<file path="config.mk">
export PLATFORM = sky130hd
export DESIGN_NAME = wb_commit_queue
export DESIGN_NICKNAME = d
export VERILOG_FILES = /design/src/rtl/wb_commit_queue_pkg.sv /design/src/rtl/wb_commit_queue_fwd_lookup.sv /design/src/rtl/wb_commit_queue.sv
export SDC_FILE = /design/constraint.sdc
export NUM_CORES = 1
export LEC_CHECK = 0
export BUFFER_PORTS_ARGS = -buffer_cell sky130_fd_sc_hd__buf_2
export CORE_MARGIN = 2
export CORE_UTILIZATION = 51
export CTS_CLUSTER_DIAMETER = 120
export DETAILED_ROUTE_END_ITERATION = 10
export GPL_ROUTABILITY_DRIVEN = 0
export PLACE_DENSITY = 0.82
export SYNTH_ARGS = -nofsm -noshare
export SYNTH_HDL_FRONTEND = slang
export SYNTH_SLANG_ARGS = --single-unit
</file>
<file path="constraint.sdc">
create_clock -name clk -period 3.65 [get_ports clk]
set_input_delay 0.1825 -clock clk [delete_from_list [all_inputs] [get_ports clk]]
set_output_delay 0.1825 -clock clk [all_outputs]
set_load 0.01 [all_outputs]
</file>
<file path="src/rtl/wb_commit_queue_pkg.sv">
// wb_commit_queue_pkg
//   Shared definitions for the write-back commit queue slice.
//   - Default field widths for result data, register index and pc.
//   - Entry record layout {gr_we, dest, result, pc} at default widths.
//   - Width of the flattened memory-stage to write-back bus.
package wb_commit_queue_pkg;

  localparam int DEF_DATA_W = 32;
  localparam int DEF_ADDR_W = 5;
  localparam int DEF_PC_W   = 32;

  // One queued retirement, as carried on the ms-to-ws bus
  typedef struct packed {
    logic                  gr_we;
    logic [DEF_ADDR_W-1:0] dest;
    logic [DEF_DATA_W-1:0] result;
    logic [DEF_PC_W-1:0]   pc;
  } wbEntry_t;

  localparam int MS_TO_WS_BUS_W = $bits(wbEntry_t);

endpackage

</file>
<file path="src/rtl/wb_commit_queue_fwd_lookup.sv">
// wb_fwd_lookup
//   Youngest-match search over the commit queue for one decode read port.
//   Ports:
//     i_valid/i_grWe/i_dest/i_result : per-slot entry state
//     i_head, i_count                : oldest slot and number of pending entries
//     i_raddr                        : decode register index being looked up
//     o_hit, o_fwd                   : match flag and matched result (0 on miss)
module wb_fwd_lookup #(
  parameter int DATA_W = 32,
  parameter int ADDR_W = 5,
  parameter int DEPTH  = 2,
  parameter int PTR_W  = 1,
  parameter int CNT_W  = 2
) (
  input  logic              i_valid  [DEPTH],
  input  logic              i_grWe   [DEPTH],
  input  logic [ADDR_W-1:0] i_dest   [DEPTH],
  input  logic [DATA_W-1:0] i_result [DEPTH],
  input  logic [PTR_W-1:0]  i_head,
  input  logic [CNT_W-1:0]  i_count,
  input  logic [ADDR_W-1:0] i_raddr,
  output logic              o_hit,
  output logic [DATA_W-1:0] o_fwd
);

  // Walk slots from oldest to youngest; a later match overwrites an earlier
  // one, so the youngest matching entry is what remains at the end.
  always_comb begin
    logic [PTR_W-1:0] w_idx;
    o_hit = 1'b0;
    o_fwd = '0;
    w_idx = i_head;
    for (int i = 0; i < DEPTH; i++) begin
      if ((i < int'(i_count)) && i_valid[w_idx] && i_grWe[w_idx] &&
          (i_dest[w_idx] == i_raddr) && (i_raddr != '0)) begin
        o_hit = 1'b1;
        o_fwd = i_result[w_idx];
      end
      w_idx = (w_idx == PTR_W'(DEPTH - 1)) ? '0 : w_idx + PTR_W'(1);
    end
  end

endmodule

</file>
<file path="src/rtl/wb_commit_queue.sv">
// wb_commit_queue
//   In-order DEPTH-entry write-back queue between the memory stage and the
//   register-file write port, with two youngest-match forwarding lookups.
//   Ports:
//     clk, reset (async, active high)
//     ms_to_ws_valid / ws_allowin       : memory-stage handshake
//     in_gr_we, in_dest, in_result, in_pc : incoming entry
//     rf_ready, rf_we, rf_waddr, rf_wdata : RF write port (head entry)
//     ws_empty                            : queue holds no entry
//     ds_raddr1/2 -> ws_hit1/2, ws_fwd1/2 : decode hazard/forward lookups
//   Optional: define WB_TRACE_EN to add debug_wb_pc, debug_wb_rf_wen,
//   debug_wb_rf_wnum and debug_wb_rf_wdata retirement trace ports.
module wb_commit_queue
  import wb_commit_queue_pkg::*;
#(
  parameter int DATA_W = DEF_DATA_W,
  parameter int ADDR_W = DEF_ADDR_W,
  parameter int PC_W   = DEF_PC_W,
  parameter int DEPTH  = 2
) (
  input  logic              clk,
  input  logic              reset,
  input  logic              ms_to_ws_valid,
  output logic              ws_allowin,
  input  logic              in_gr_we,
  input  logic [ADDR_W-1:0] in_dest,
  input  logic [DATA_W-1:0] in_result,
  input  logic [PC_W-1:0]   in_pc,
  input  logic              rf_ready,
  output logic              rf_we,
  output logic [ADDR_W-1:0] rf_waddr,
  output logic [DATA_W-1:0] rf_wdata,
  output logic              ws_empty,
  input  logic [ADDR_W-1:0] ds_raddr1,
  input  logic [ADDR_W-1:0] ds_raddr2,
  output logic              ws_hit1,
  output logic              ws_hit2,
  output logic [DATA_W-1:0] ws_fwd1,
  output logic [DATA_W-1:0] ws_fwd2
`ifdef WB_TRACE_EN
  ,
  output logic [PC_W-1:0]   debug_wb_pc,
  output logic [3:0]        debug_wb_rf_wen,
  output logic [ADDR_W-1:0] debug_wb_rf_wnum,
  output logic [DATA_W-1:0] debug_wb_rf_wdata
`endif
);

  localparam int PTR_W = (DEPTH > 1) ? $clog2(DEPTH) : 1;
  localparam int CNT_W = $clog2(DEPTH + 1);

  logic [PTR_W-1:0]  r_head;
  logic [PTR_W-1:0]  r_tail;
  logic [CNT_W-1:0]  r_count;
  logic              r_valid  [DEPTH];
  logic              r_grWe   [DEPTH];
  logic [ADDR_W-1:0] r_dest   [DEPTH];
  logic [DATA_W-1:0] r_result [DEPTH];

  logic              w_push;
  logic              w_pop;
  logic              w_nonEmpty;
  logic [PTR_W-1:0]  w_headNext;
  logic [PTR_W-1:0]  w_tailNext;

  assign w_nonEmpty = (r_count != '0);
  assign w_pop      = w_nonEmpty && rf_ready;
  // Full queue still accepts when the head retires in the same cycle
  assign ws_allowin = (r_count < CNT_W'(DEPTH)) || w_pop;
  assign w_push     = ms_to_ws_valid && ws_allowin;

  assign w_headNext = (r_head == PTR_W'(DEPTH - 1)) ? '0 : r_head + PTR_W'(1);
  assign w_tailNext = (r_tail == PTR_W'(DEPTH - 1)) ? '0 : r_tail + PTR_W'(1);

  assign ws_empty = !w_nonEmpty;
  assign rf_we    = w_pop && r_grWe[r_head] && (r_dest[r_head] != '0);
  assign rf_waddr = r_dest[r_head];
  assign rf_wdata = r_result[r_head];

  // Pointer/count/valid state. When full with push and pop together the
  // head and tail slot coincide, so the push update is ordered last to win.
  always_ff @(posedge clk or posedge reset) begin
    if (reset) begin
      r_head  <= '0;
      r_tail  <= '0;
      r_count <= '0;
      for (int i = 0; i < DEPTH; i++) begin
        r_valid[i] <= 1'b0;
      end
    end else begin
      if (w_pop) begin
        r_valid[r_head] <= 1'b0;
        r_head          <= w_headNext;
      end
      if (w_push) begin
        r_valid[r_tail] <= 1'b1;
        r_tail          <= w_tailNext;
      end
      case ({w_push, w_pop})
        2'b10:   r_count <= r_count + CNT_W'(1);
        2'b01:   r_count <= r_count - CNT_W'(1);
        default: r_count <= r_count;
      endcase
    end
  end

  // Payloads carry no reset; they are only meaningful while valid
  always_ff @(posedge clk) begin
    if (w_push) begin
      r_grWe[r_tail]   <= in_gr_we;
      r_dest[r_tail]   <= in_dest;
      r_result[r_tail] <= in_result;
    end
  end

  wb_fwd_lookup #(
    .DATA_W (DATA_W),
    .ADDR_W (ADDR_W),
    .DEPTH  (DEPTH),
    .PTR_W  (PTR_W),
    .CNT_W  (CNT_W)
  ) u_lookup1 (
    .i_valid  (r_valid),
    .i_grWe   (r_grWe),
    .i_dest   (r_dest),
    .i_result (r_result),
    .i_head   (r_head),
    .i_count  (r_count),
    .i_raddr  (ds_raddr1),
    .o_hit    (ws_hit1),
    .o_fwd    (ws_fwd1)
  );

  wb_fwd_lookup #(
    .DATA_W (DATA_W),
    .ADDR_W (ADDR_W),
    .DEPTH  (DEPTH),
    .PTR_W  (PTR_W),
    .CNT_W  (CNT_W)
  ) u_lookup2 (
    .i_valid  (r_valid),
    .i_grWe   (r_grWe),
    .i_dest   (r_dest),
    .i_result (r_result),
    .i_head   (r_head),
    .i_count  (r_count),
    .i_raddr  (ds_raddr2),
    .o_hit    (ws_hit2),
    .o_fwd    (ws_fwd2)
  );

`ifdef WB_TRACE_EN
  logic [PC_W-1:0] r_pc [DEPTH];

  always_ff @(posedge clk) begin
    if (w_push) begin
      r_pc[r_tail] <= in_pc;
    end
  end

  // Trace shows the head entry; everything reads 0 while the queue is empty
  assign debug_wb_pc       = w_nonEmpty ? r_pc[r_head]     : '0;
  assign debug_wb_rf_wen   = {4{rf_we}};
  assign debug_wb_rf_wnum  = w_nonEmpty ? r_dest[r_head]   : '0;
  assign debug_wb_rf_wdata = w_nonEmpty ? r_result[r_head] : '0;
`else
  // The pc only feeds the trace ports, which are absent in this build
  logic w_unusedPc;
  assign w_unusedPc = ^in_pc;
`endif

endmodule

</file>
==> reports/qor.csv <==
stage,metric,value,unit
timing,clk_skew,0.0154,ns
timing,Final setup viols,0,
timing,period utilization,92.0,%
clock_tree,Skew-Pair Late Insertion Delay,0.36,ns
floorplanning,Die Wd,107,µm
setup_path,"delay-heaviest family, CP",flip-flops,
synth,synth top area cells,"edfxtp_1, mux2_2, a21oi_1",
timing,RSZ-0062 raised after global routing,no,
setup_path,CP Launch Type,register,
timing,Final Critical Period,3.36,ns
status,outcome,"finished, final reports clean",
setup_path,reg-to-reg endpoint,r_result[58],
detailed_routing,# DRC,0,
detailed_routing,vias post-DR,5048,
timing,final hold viol count,0,
floorplanning,Die Span Y,107,µm
grt,number of global-route vias before repair,4718,
setup_path,worst r2r path cells,7,
floorplanning,row count,37,
timing,Final Max Tran Viols,0,
clock_tree,CTS Root Cell,clkbuf_8,
finish,area grow syn2layout,19.4,%
clock_tree,CTS H-tree depth,3,
floorplanning,# IOs,190,
detailed_routing,drt total wl,14800,µm
synth,sequential area share after synthesis,45.3,%
synth,Yosys reg bits,82,
grt,largest net degree at the start of global routing,80,
timing,Slew @ Worst Pin,1.19,ns
synth,syn avg cell area,10.3,µm²
synth,"Top FF cell, synth",edfxtp_1,
clock_tree,"Reg clk slew, reported paths",0.09,ns
setup_path,reg2reg start,r_count[0],
power,power density over the cells,749,mW/mm²
floorplanning,core area,0.0103,mm²
clock_tree,CTS max path bufs,2,
finish,ant diodes,0,
setup_path,Critical Path AT,3.18,ns
timing,slew margin rel.,20.6,%
detailed_routing,WL per Instance,18.9,µm
setup_path,slowest CP cell,dfrtp_4,
clock_tree,CTS tree,yes,
setup_path,crit path capture type,output pin,
synth,gate count of the mapped netlist,519,
placed_design,I/O Buffers,157,
finish,Fillers,861,
synth,"EDFF count, synth",76,
run,# Max-Cap Violations,0,
clock_tree,clk sink count,82,
synth,synthesized area,0.00537,mm²
timing,WHS,0.00942,ns
placed_design,DP HPWL,9690,µm
setup_path,CP required,3.47,ns
setup_path,crit-path max cell delay,0.60,ns
power,Pleak,2.36,nW
detailed_routing,initial DRC count,587,
hold_path,Worst Hold End,r_result[51],
floorplanning,die area,0.0114,mm²
detailed_routing,Vias/cell,6.43,
synth,top-area cell type share of the netlist area,42.5,%
detailed_routing,Initial DRT Pass Iterations,6,
floorplanning,Initial Util,52.2,%
finish,share of cells above drive strength 1,35.6,%
synth,ys async rst share,7.32,%
timing,highest clock rate,298,MHz
detailed_routing,antenna-violating nets left,0,
timing,setup TNS,0,ns
setup_path,WS Path Type,register to output pin,
grt,antenna violations before repair,0,
hold_path,hold depth,1,
hold_path,type of the most critical hold path,input port to register,
power,worst vdd ir,613,µV
synth,syn nets,606,
synth,Syn. warnings,0,
hold_path,HP Start,in_result[19],
grt,first-pass GRT wire length,22900,µm
grt,Tot GR Track Use,25.2,%
synth,Synth cell types,44,
grt,Congestion Overflow GR,0,
finish,Nets,731,
setup_path,CP Cell Sequence,"mux2i_1, inv_1, xnor2_1, or4b_1, a311oi_4, buf_12, a221oi_1, a21oi_1, buf_2",
synth,Synth area leader,edfxtp_1,
setup_path,Buf/Inv on CP,3,
setup_path,CP Max Fanout,47,
clock_tree,total CTS buffers,9,
clock_tree,Setup Buffers After CTS,0,
setup_path,"reg-to-reg slack, setup",1.17,ns
-- how the worst max path moves through the flow --
stage,slack [ns],depth (start not counted),endpoint,startpoint
final,0.29,9,ws_fwd1[20],r_head
after CTS,0.24,8,ws_fwd1[20],r_head
after global placement,0.70,9,ws_fwd1[28],r_head
after detailed placement,0.62,8,ws_fwd1[20],r_head
after floorplan,0.47,6,r_dest[5],r_count[0]
after global routing,0.11,9,ws_fwd1[24],r_head
-- what timing repair did --
item,CTS,global route
hold endpoints to repair,6,0
hold buffers,1,0
resized for setup,0,1
setup endpoints to repair,0,1
-- layout by cell type, fill, tap and decap left out, types with 14 or more instances in the layout --
| cell type | count |
|---|---|
| edfxtp_1 | 76 |
| a22oi_1 | 40 |
| a221oi_1 | 38 |
| nand3_1 | 66 |
| buf_2 | 157 |
| a21oi_1 | 70 |
| nor2_1 | 18 |
| xnor2_1 | 23 |
| a32oi_1 | 14 |
| nand2_1 | 17 |
| mux2_2 | 32 |
-- state kept, by name, summed over array words and instances (netlist names) --
register / count
r_head: 1
r_grWe: 2
r_dest: 10
r_count: 2
r_tail: 1
r_valid: 2
r_result: 64
-- per-stage QoR --
stage | power (mW) | setup slack (ns) | std cells | cell area [µm²] | util [%]
after CTS | 4.79 | 0.240 | 785 | 6400 | 62.3
after detailed placement | 4.22 | 0.620 | 768 | 6230 | 60.6
after global placement | 4.10 | 0.704 | 768 | 6230 | 60.6
after global routing | 5.10 | 0.108 | 785 | 6400 | 62.3
final | 4.80 | 0.292 | 785 | 6400 | 62.3
after floorplan | 3.29 | 0.474 | 519 | 5370 | -
-- layout make-up --
| class | instances | area [µm²] | share of cell area [%] |
|---|---|---|---|
| clock buffers | 12 | 145 | 2.27 |
| clock inverters | 4 | 20.0 | 0.313 |
| inverters | 10 | 37.5 | 0.586 |
| multi-input cells | 373 | 2680 | 41.8 |
| flip-flops and latches | 82 | 2440 | 38.0 |
| well taps | 136 | 170 | 2.66 |
| repair buffers | 168 | 921 | 14.4 |
-- metal layers --
metal  wire [µm]  vias up  track usage (%)
met2        7400      277             43.2
met3        1090       41             3.10
met4         432        0             10.9
met5           0        -                0
li1            -     2307                -
met1        5900     2423             32.3
-- cells in the mapped netlist (4+ instances only) --
library cell,n
mux2i_1,9
nor2_1,19
dfrtp_1,6
o21ai_0,4
clkbuf_1,29
a221oi_2,4
buf_4,4
edfxtp_1,76
a22oi_1,40
and3_1,4
xnor2_1,23
nand3_1,66
a32oi_1,14
buf_1,7
inv_1,10
a221oi_1,38
mux2_2,32
buf_2,11
nand2_1,17
a21oi_1,70
-- report_power, final --
group          leakage, nW  switching (mW)  internal, mW
clock               0.0899           0.312         0.262
combinational         1.50            1.55          1.13
sequential           0.774           0.245          1.30
total                 2.36            2.11          2.69
-- cell families (layout without fill, tap and decap cells) --
group,count (synthesis),after routing,synth area share (%)
XOR/XNOR,24,24,3.92
AND/OR/NAND/NOR,125,125,11.8
buffers and inverters,64,194,5.43
flip-flops,82,82,45.3
adder cells (fa/ha/maj),3,3,0.700
AO/OA/AOI/OAI,178,178,23.8
multiplexers,43,43,9.07
(Power assumes the default switching activity.)
